**src/rtl/shift_right_seq_if.sv**
```systemverilog
// Request/result bundle for the sequential right shifter.
// The master drives the request and operands and the slave returns the
// result together with its busy/done status.
interface shift_right_seq_if #(
    parameter int WIDTH = 32
);
    logic             start;
    logic [WIDTH-1:0] A;
    logic [4:0]       B;
    logic             S;
    logic [WIDTH-1:0] R;
    logic             busy;
    logic             done;

    modport master (
        output start, A, B, S,
        input  R, busy, done
    );

    modport slave (
        input  start, A, B, S,
        output R, busy, done
    );
endinterface

```
**src/rtl/shift_right_seq.sv**
```systemverilog
// Sequential right shifter with a selectable fill bit.
// Each clock shifts the operand right by one position and inserts the fill
// bit at the MSB. An operation of amount B completes B+1 edges after it is
// accepted. Only the final value is copied to R, so intermediate values are
// never visible on the result port.
module shift_right_seq #(
    parameter int WIDTH = 32
) (
    input  logic               clk,
    input  logic               reset,
    shift_right_seq_if.slave   bus
);

    typedef enum logic [0:0] {
        IDLE = 1'b0,
        RUN  = 1'b1
    } state_t;

    state_t           state_q;
    logic [WIDTH-1:0] work_q;
    logic [WIDTH-1:0] work_d;
    logic [4:0]       cnt_q;
    logic [4:0]       cnt_d;
    logic             fill_q;
    logic [WIDTH-1:0] r_q;
    logic             busy_q;
    logic             done_q;

    // One shift step and a count decrement that saturates at zero.
    always_comb begin
        work_d = {fill_q, work_q[WIDTH-1:1]};
        if (cnt_q != 5'd0) begin
            cnt_d = cnt_q - 5'd1;
        end else begin
            cnt_d = 5'd0;
        end
    end

    // Control FSM with registered result, busy and done outputs.
    always_ff @(posedge clk) begin
        if (reset) begin
            state_q <= IDLE;
            work_q  <= '0;
            cnt_q   <= 5'd0;
            fill_q  <= 1'b0;
            r_q     <= '0;
            busy_q  <= 1'b0;
            done_q  <= 1'b0;
        end else begin
            done_q <= 1'b0;
            case (state_q)
                IDLE: begin
                    if (bus.start) begin
                        work_q  <= bus.A;
                        cnt_q   <= bus.B;
                        fill_q  <= bus.S;
                        busy_q  <= 1'b1;
                        state_q <= RUN;
                    end else begin
                        busy_q  <= 1'b0;
                        state_q <= IDLE;
                    end
                end
                RUN: begin
                    if (cnt_q != 5'd0) begin
                        work_q <= work_d;
                        cnt_q  <= cnt_d;
                    end else begin
                        // Completion edge: a start seen here is deliberately dropped.
                        r_q     <= work_q;
                        done_q  <= 1'b1;
                        busy_q  <= 1'b0;
                        state_q <= IDLE;
                    end
                end
                default: begin
                    state_q <= IDLE;
                    busy_q  <= 1'b0;
                end
            endcase
        end
    end

    assign bus.R    = r_q;
    assign bus.busy = busy_q;
    assign bus.done = done_q;

endmodule

```
**src/flat_wrapper.sv**
```systemverilog
// flat-port wrapper written by rule: the top's interface ports become plain ports
module shift_right_seq_flat 
#(
    parameter int WIDTH = 32
)
  (clk, reset, bus_start, bus_A, bus_B, bus_S, bus_R, bus_busy, bus_done);
  shift_right_seq_if #(.WIDTH(WIDTH)) bus_i ();
  input  logic clk;
  input  logic reset;
  input wire logic [$bits(bus_i.start)-1:0] bus_start;
  input wire logic [$bits(bus_i.A)-1:0] bus_A;
  input wire logic [$bits(bus_i.B)-1:0] bus_B;
  input wire logic [$bits(bus_i.S)-1:0] bus_S;
  output wire logic [$bits(bus_i.R)-1:0] bus_R;
  output wire logic [$bits(bus_i.busy)-1:0] bus_busy;
  output wire logic [$bits(bus_i.done)-1:0] bus_done;
  assign bus_i.start = bus_start;
  assign bus_i.A = bus_A;
  assign bus_i.B = bus_B;
  assign bus_i.S = bus_S;
  assign bus_R = bus_i.R;
  assign bus_busy = bus_i.busy;
  assign bus_done = bus_i.done;
  shift_right_seq #(.WIDTH(WIDTH)) u_core (.clk(clk), .reset(reset), .bus(bus_i));
endmodule
```
**config.mk**
```make
export PLATFORM = sky130hd
export DESIGN_NAME = shift_right_seq_flat
export DESIGN_NICKNAME = d
export VERILOG_FILES = /design/src/rtl/shift_right_seq_if.sv /design/src/rtl/shift_right_seq.sv /design/src/flat_wrapper.sv
export SDC_FILE = /design/constraint.sdc
export NUM_CORES = 1
export LEC_CHECK = 0
export ABC_AREA = 1
export CORE_MARGIN = 2
export CORE_UTILIZATION = 35
export DETAILED_ROUTE_END_ITERATION = 12
export DONT_BUFFER_PORTS = 1
export HOLD_SLACK_MARGIN = 0.03
export REMOVE_ABC_BUFFERS = 1
export SLEW_MARGIN = 15
export SYNTH_ARGS = -nofsm -noshare
export SYNTH_HDL_FRONTEND = slang
export SYNTH_SLANG_ARGS = --single-unit
```
**constraint.sdc**
```tcl
create_clock -name clk -period 1.35 [get_ports clk]
set_input_delay 0.2025 -clock clk [delete_from_list [all_inputs] [get_ports clk]]
set_output_delay 0.2025 -clock clk [all_outputs]
set_load 0.02 [all_outputs]
```
==> flow_summary_export.csv <==
group,metric,value,unit
synthesis,synth_cells,421,
timing,relSlewSlack,81.4,%
timing,fmax,0.773,GHz
global_route,grt_pass1_wl,11.9,mm
synthesis,synth_edf_count,0,
power_and_ir_drop,p_total,5710,uW
clocking,clk_latency,340,ps
clocking,clk_pin_slew,80,ps
drt,drt_iter0_markers,106,
floorplan,die_h,96.6,um
clocking,htreeDepth,3,
global_route,use_met2,27.3,%
floorplan,design.die.area,0.00933,sq mm
global_route,gr-total-overflow,0,
clocking,clock_sinks,73,
clocking,cts_buffer_depth,2,
timing,period_share,95.9,%
drt,drc,0,
timing,setup_viol,0,
global_route,grt_use_total,16.6,%
status,status,"completed",
drt,vias,2640,
setup_path,crit_arrival,1540,ps
clocking,clock_tree.root_cell,"clkbuf_8",
setup_path,cp_max_fo,18,
placed_design,post-dp-hpwl,4.76,mm
setup_path,worst_setup_path_end_kind,"register",
floorplan,core_area,0.00826,sq mm
synthesis,async_reset_ff_share,0,%
setup_path,slowest_delay,330,ps
finish,final_net_count,476,
power_and_ir_drop,powerDensity,1560,mW/mm^2
floorplan,io_pins,75,
timing,drv_slew,0,
clocking,cts_tree,"yes",
finish,area_delta_synth_final,22.1,%
synthesis,synth_area_leader_cell,"dfxtp_1",
synthesis,netlist_area,0.00300,sq mm
global_route,antenna_found_initial,1,
setup_path,crit_required,1590,ps
synthesis,ys_warn_count,0,
finish,drive_above_1_share,14.6,%
synthesis,synth.most_common_cell,"nand2_1",
setup_path,r2r_slack,60,ps
global_route,grt_start_max_net_pins,38,
synthesis,ys_types,25,
timing,hold_violations,0,
global_route,met3_usage,4.65,%
setup_path,start_kind,"register",
global_route,grtUsageMet1,20.4,%
floorplan,die_w,96.6,um
synthesis,synth-main-ff-cell,"dfxtp_1",
job,maxCapViolCount,0,
drt,viasPerCell,4.84,
setup_path,cp_slowest_cell,"dfxtp_2",
timing,skew,10.8,ps
timing,fin_tns_setup,0,ps
floorplan,initial_utilization,36.3,%
timing,layout_min_cycle_time,1290,ps
global_route,grt_pass1_vias,2527,
placed_design,port_buffers,0,
global_route,top_usage_layer,"met2",
drt,drt-total-wl,7.37,mm
placed_design,globalplace.congestion,0.751,
timing,tightest_slew,278,ps
clocking,cts_buffers,9,
worst_hold_path,min_path_type,"primary input to register",
synthesis,synth_area_leaders,"dfxtp_1 (49%), o21ai_0 (11%), nand2_1 (10%)",
drt,ant_nets,0,
drt,wl_per_cell,13.5,um
setup_path,path_class,"register to register",
timing,rsz0062_at_grt,"yes",
power_and_ir_drop,max-vdd-ir-drop,0.739,mV
power_and_ir_drop,p_leak,0.00159,uW
drt,first_pass_iters,4,
synthesis,synth_top_cell_area_share,48.7,%
floorplan,rows,33,
synthesis,synth-seq-cells,73,
synthesis,synth.avg_cell_area,7.13,sq um
synthesis,synth_seq_area_share,48.7,%
synthesis,synthTopCellsByCount,"nand2_1 (83), nor2_1 (74), dfxtp_1 (73)",
setup_path,crit_chain,"inv_2, ha_4, nand3_4, nand2_4, nand2_8, buf_12, o21ai_0, nor2_1",
-- registers in the layout (all words and copies together) (netlist names) --
register,count
u_core.bus.R,32
u_core.bus.busy,1
u_core.bus.done,1
u_core.cnt_q,5
u_core.fill_q,1
u_core.state_q,1
u_core.work_q,32
-- layer usage --
layer	wire [um]	up-vias
li1	-	1379
met5	0	-
met3	397	9
met1	3440	1194
met4	130	0
met2	3400	58
-- cell type report --
cell class,count,area [sq um]
inverter,32,126
sequential,73,1460
fill,850,4600
timing repair buffer,27,338
clock buffer,13,179
antenna,1,2.50
tap,105,131
multi-input combinational,291,1350
clock inverter,3,68.8
-- cell families after synthesis --
family	count (synthesis)	share of synthesized area, %
DFF	73	48.7
buffers and inverters	57	8.30
and+or+nand+nor	202	27.8
adders and majority gates	1	0.417
xor gates and xnor gates	1	0.292
AOI/OAI and AO/OA	87	14.5
-- critical path, delay by kind of cell, from the launching register on --
kind                       cells  cell delay, ps
AOI/OAI and AO/OA              1             150
adders and majority gates      1             150
buffers and inverters          2             230
DFF                            1             330
and+or+nand+nor                4             330
-- worst paths after layout --
| check | depth (start not counted) | start | to |
|---|---|---|---|
| max reg2reg | 8 | u_core.cnt_q[1] | u_core.work_q[10] |
| min reg2reg | 2 | u_core.work_q[5] | u_core.bus.R[5] |
| max | 8 | u_core.cnt_q[1] | u_core.work_q[10] |
| min | 4 | bus_B[3] | u_core.cnt_q[3] |
-- metrics by stage --
stage                     hold WS [ps]  std cells  worst slack (ps)  utilization, %  instance area (sq um)
after global placement             285        523             -31.1            39.5                   3260
after CTS                         51.7        542              10.1            43.3                   3570
final                             66.2        545              55.7            44.3                   3660
after detailed placement           286        523              -103            39.5                   3260
after floorplan                    282        396             -1130               -                   2870
after global routing              85.4        545             -14.9            44.3                   3660
-- placed cells by master (no fill, tap or decap), types with 2 or more instances in the layout --
| cell type | Yosys | final |
|---|---|---|
| dfxtp_1 | 73 | 71 |
| inv_2 | 1 | 5 |
| nand3_1 | 36 | 36 |
| inv_1 | 28 | 25 |
| nand2_1 | 83 | 82 |
| nor2_2 | 2 | 2 |
| inv_6 | 0 | 2 |
| o21ai_0 | 65 | 33 |
| buf_8 | 0 | 2 |
| buf_4 | 0 | 12 |
| dfxtp_2 | 0 | 2 |
| buf_6 | 3 | 2 |
| buf_12 | 0 | 7 |
| a21oi_1 | 3 | 3 |
| nor2_1 | 74 | 73 |
| nand2_2 | 2 | 2 |
| o21ai_1 | 19 | 46 |
| dlygate4sd3_1 | 0 | 3 |
| o21ai_2 | 0 | 5 |
| clkbuf_8 | 0 | 13 |
| bufinv_16 | 0 | 2 |
-- power by group --
| part | switching (uW) | total [uW] | internal [uW] |
|---|---|---|---|
| sequential | 175 | 2540 | 2360 |
| combinational | 633 | 1100 | 465 |
| clock | 823 | 2070 | 1250 |
| total | 1630 | 5710 | 4080 |
-- repair_timing --
item                                    CTS  global route
pin swaps                                 4             4
hold buffers                              3             0
resized for setup                        14            44
endpoints found under the hold margin     4             0
buffers inserted                          0             1
cloned                                    0             1
endpoints found under the setup margin   69            68
No activity file was read; power rests on OpenSTA's default activity.
==> patch 1: new RTL, same flow settings <==
`WIDTH` is set to 32 in 3 places; all go to 48.
--- a/src/rtl/shift_right_seq_if.sv
+++ b/src/rtl/shift_right_seq_if.sv
@@ -2,7 +2,7 @@
 // The master drives the request and operands and the slave returns the
 // result together with its busy/done status.
 interface shift_right_seq_if #(
-    parameter int WIDTH = 32
+    parameter int WIDTH = 48
 );
     logic             start;
     logic [WIDTH-1:0] A;
--- a/src/rtl/shift_right_seq.sv
+++ b/src/rtl/shift_right_seq.sv
@@ -4,7 +4,7 @@
 // accepted. Only the final value is copied to R, so intermediate values are
 // never visible on the result port.
 module shift_right_seq #(
-    parameter int WIDTH = 32
+    parameter int WIDTH = 48
 ) (
     input  logic               clk,
     input  logic               reset,
--- a/src/flat_wrapper.sv
+++ b/src/flat_wrapper.sv
@@ -1,7 +1,7 @@
 // flat-port wrapper written by rule: the top's interface ports become plain ports
 module shift_right_seq_flat 
 #(
-    parameter int WIDTH = 32
+    parameter int WIDTH = 48
 )
   (clk, reset, bus_start, bus_A, bus_B, bus_S, bus_R, bus_busy, bus_done);
   shift_right_seq_if #(.WIDTH(WIDTH)) bus_i ();
Ports: changed (resized bus_A and bus_R); port bits go from 75 to 107. The function was not compared with the original's and may differ.
==> patch 1 against the unedited design <==
The flow now finishes with violations (setup timing); via count rose by 49%; critical path type unchanged; hold slack got worse by 0.0016 ns; total power rose by 39%; synthesized area rose by 45%; routed wire length rose by 72%; worst setup slack got worse by 0.096 ns; count of clock-buffer cells in the layout fell by 3; sequential cell count rose by 32; combinational power rose by 65%; maximum frequency fell by 6.9%; sequential power rose by 46%; final area rose by 51%; clock power rose by 18%.
==> patch 1: results (changes against the unedited design) <==
Global routing
• GRT Resource Usage Total: 0.166, about the same
• number of global-route vias before repair: 3656, +45%
• antenna violations before repair: 0, -1
• pin count of the biggest net entering global routing: 57, +50%

Timing
• clock tree skew after final layout: 0.00958 ns, -0.00120 ns
• setup-violating endpoint count in the final report: 49, +49
• slew at the pin with the worst max-slew slack: 0.290 ns, +0.0122 ns
• slack of the critical path: -0.0404 ns, -0.0961 ns

Yosys
• Seq/Total Area, Yosys: 0.483, -0.00390
• number of cells produced by synthesis: 613, +46%
• cell types with the highest counts after synthesis: sky130_fd_sc_hd__nand2_1 (162), sky130_fd_sc_hd__nor2_1 (106), sky130_fd_sc_hd__dfxtp_1 (105)
• compound-cell area share of the yosys netlist: 0.118, -0.0266
• synth top area cells: sky130_fd_sc_hd__dfxtp_1 (48%), sky130_fd_sc_hd__nand2_1 (14%), sky130_fd_sc_hd__o21ai_0 (11%)
• adder-cell share of the synthesized area: 0.00288, -0.00129

Placement
• Placed Cells: 762, +46%
• last weighted congestion value of the routability-driven placer: 0.770, +2.5%
• HPWL after DPL: 6860 µm, +44%
• Setup WS pre-CTS: -0.176 ns, -0.0736 ns

Drt
• drt first-iter violations: 275, +160%
• Final Routed Wirelength: 12700 µm, +72%
• 1st-pass router iterations: 6, +2

Finish
• antenna cell count: 0, -1
• final cell count without fillers: 798, +46%
• layout cells sized above 1: 0.206, +0.0606
• fin nets: 684, +44%
• number of fill cells: 1217, +43%

Run status
• run status: complete, but fails checks
• violations in the final reports: setup timing

Pwr
• peak supply drop: 573 µV, -22%
• portion of total power attributed to sequential cells: 0.465, +0.021
• cell-internal power: 5.43 mW, +33%
• Leak: 2.46 nW, +55%
• sequential logic power: 3.70 mW, +46%

Setup path
• Worst path top cell family by delay: simple AND/OR/NAND/NOR gates
• Max FO, Critical Path: 12, -6
• endpoint of the worst setup timing path: u_core.bus.R[41]$_SDFFE_PP0P_

Clock tree
• quantity of gates resized following cts: 46, +32
• root buf cell: sky130_fd_sc_hd__clkbuf_16

==> patch 1: metal layers <==
layer | up-vias | track usage | share of wire
met1 | 1801 | 0.197 | 0.44
met4 | 0 | 0.0795 | 0.024
met3 | 24 | 0.0622 | 0.071
met5 | - | 0 | 0
met2 | 131 | 0.266 | 0.47
li1 | 1988 | - | -
==> patch 1: through the flow <==
stage	hold slack [ns]	TNS, ns
after floorplan	0.282	-99.00
after CTS	0.0506	-0.514
after global routing	0.0853	-6.21
after detailed placement	0.289	-9.11
after global placement	0.287	-4.00
final	0.0646	-0.541
==> patch 1: final cells by class <==
type | count | area (µm²) | share of cell area
Clock buffer | 10 | 239 | 0.0433
Clock inverter | 5 | 31.3 | 0.00567
Timing Repair Buffer | 39 | 588 | 0.107
Sequential cell | 105 | 2110 | 0.382
Timing Repair inverter | 2 | 27.5 | 0.00499
Tap cell | 168 | 210 | 0.0381
Multi-Input combinational cell | 437 | 2160 | 0.391
Inverter | 32 | 156 | 0.0284
==> patch 2: new RTL, same settings <==
Made on the original files. Make the reset (`reset`) asynchronous in one clocked block.
--- a/src/rtl/shift_right_seq.sv
+++ b/src/rtl/shift_right_seq.sv
@@ -37,7 +37,7 @@
     end
 
     // Control FSM with registered result, busy and done outputs.
-    always_ff @(posedge clk) begin
+    always_ff @(posedge clk or posedge reset) begin
         if (reset) begin
             state_q <= IDLE;
             work_q  <= '0;
Function: differs if reset is asserted again (counterexample within 4 cycles, from zero or initial values and one cycle with reset high); with reset held inactive, the same outputs for 10 cycles.
==> patch 2 against the unedited design <==
Worst setup slack got worse by 0.052 ns; via count increased by 5.8%; largest cell class unchanged; utilization down 2.9 points; sequential cell count unchanged; synthesized area grew 14%; critical path depth stayed put; cell count is 7.7% higher; routed wire length rose by 12%; final area increased by 8.6%.
Power is not compared: it rests on default switching activity, and its combinational part moved more than twofold at a synthesized area within 25%.
==> patch 2: results (changes against the unedited design) <==
Timing
• clock tree skew after final layout: 0.0103 ns, -0.000474 ns

Global routing
• grt met2 use: 0.257, -0.0152
• wire length of the first global-routing pass: 13600 µm, +14%

Drt
• number of vias per cell: 4.76, -1.8%
• routed wl met3: 563 µm, +42%
• total routed wire length on the met1 layer: 3740 µm, +8.7%
• Final Routed Wirelength: 8250 µm, +12%

Yosys
• synth top area cells: sky130_fd_sc_hd__dfrtp_1 (54%), sky130_fd_sc_hd__nand2_1 (27%), sky130_fd_sc_hd__nand3_1 (5.9%)
• cell types with the highest counts after synthesis: sky130_fd_sc_hd__nand2_1 (245), sky130_fd_sc_hd__dfrtp_1 (73), sky130_fd_sc_hd__nand3_1 (40)
• Seq/Total Area, Yosys: 0.536, +0.0493
• number of cells produced by synthesis: 440, +4.5%
• post-synthesis xor/xnor area fraction: 0, -0.00292
• compound-cell area share of the yosys netlist: 0.0514, -0.0937

Finish
• number of fill cells: 1012, +19%
• sequential cell area in the final layout: 1830 µm², +25%
• clock buffer instance count of the final layout: 9, -4
• layout cells sized above 1: 0.130, -0.0158
• number of non-clock buffers: 26, -3.7%
• final cell count without fillers: 587, +7.7%
• layout buffering overhead excluding clock cells: 0.0701, -0.0221
• multi-input combinational gate total: 331, +14%

Die
• die area: 10500 µm², +13%

Placement
• HPWL after DPL: 5520 µm, +16%
• last weighted congestion value of the routability-driven placer: 0.745, -0.85%

Setup path
• Critical Path Slowest Stage Cell: sky130_fd_sc_hd__dfrtp_1
• worst path arrival time: 1.58 ns, +0.04 ns

Run status
• run status: finished clean

Clock tree
• quantity of gates resized following cts: 6, -8

patch 2: cells by family after synthesis:
family	count (synthesis)
muxes	1
adders and majority gates	1
AOI/OAI and AO/OA	35
and+or+nand+nor	294
buffers and inverters	36
DFF	73
patch 2: final timing paths:
| check | startpoint | end | slack, ns | depth (start not counted) |
|---|---|---|---|---|
| min in group asynchronous | reset | u_core.bus.R[22]$_DFFE_PP0P_ | 0.22 | 2 |
| worst max register to register | u_core.cnt_q[0]$_DFFE_PP0P_ | u_core.work_q[27]$_DFFE_PP0P_ | 0.003 | 8 |
| max in group asynchronous | reset | u_core.work_q[29]$_DFFE_PP0P_ | 0.53 | 3 |
| worst max-delay path | u_core.cnt_q[0]$_DFFE_PP0P_ | u_core.work_q[27]$_DFFE_PP0P_ | 0.003 | 8 |
| worst min-delay path | bus_A[25] | u_core.work_q[25]$_DFFE_PP0P_ | 0.05 | 4 |
| worst min register to register | u_core.work_q[26]$_DFFE_PP0P_ | u_core.bus.R[26]$_DFFE_PP0P_ | 0.51 | 2 |
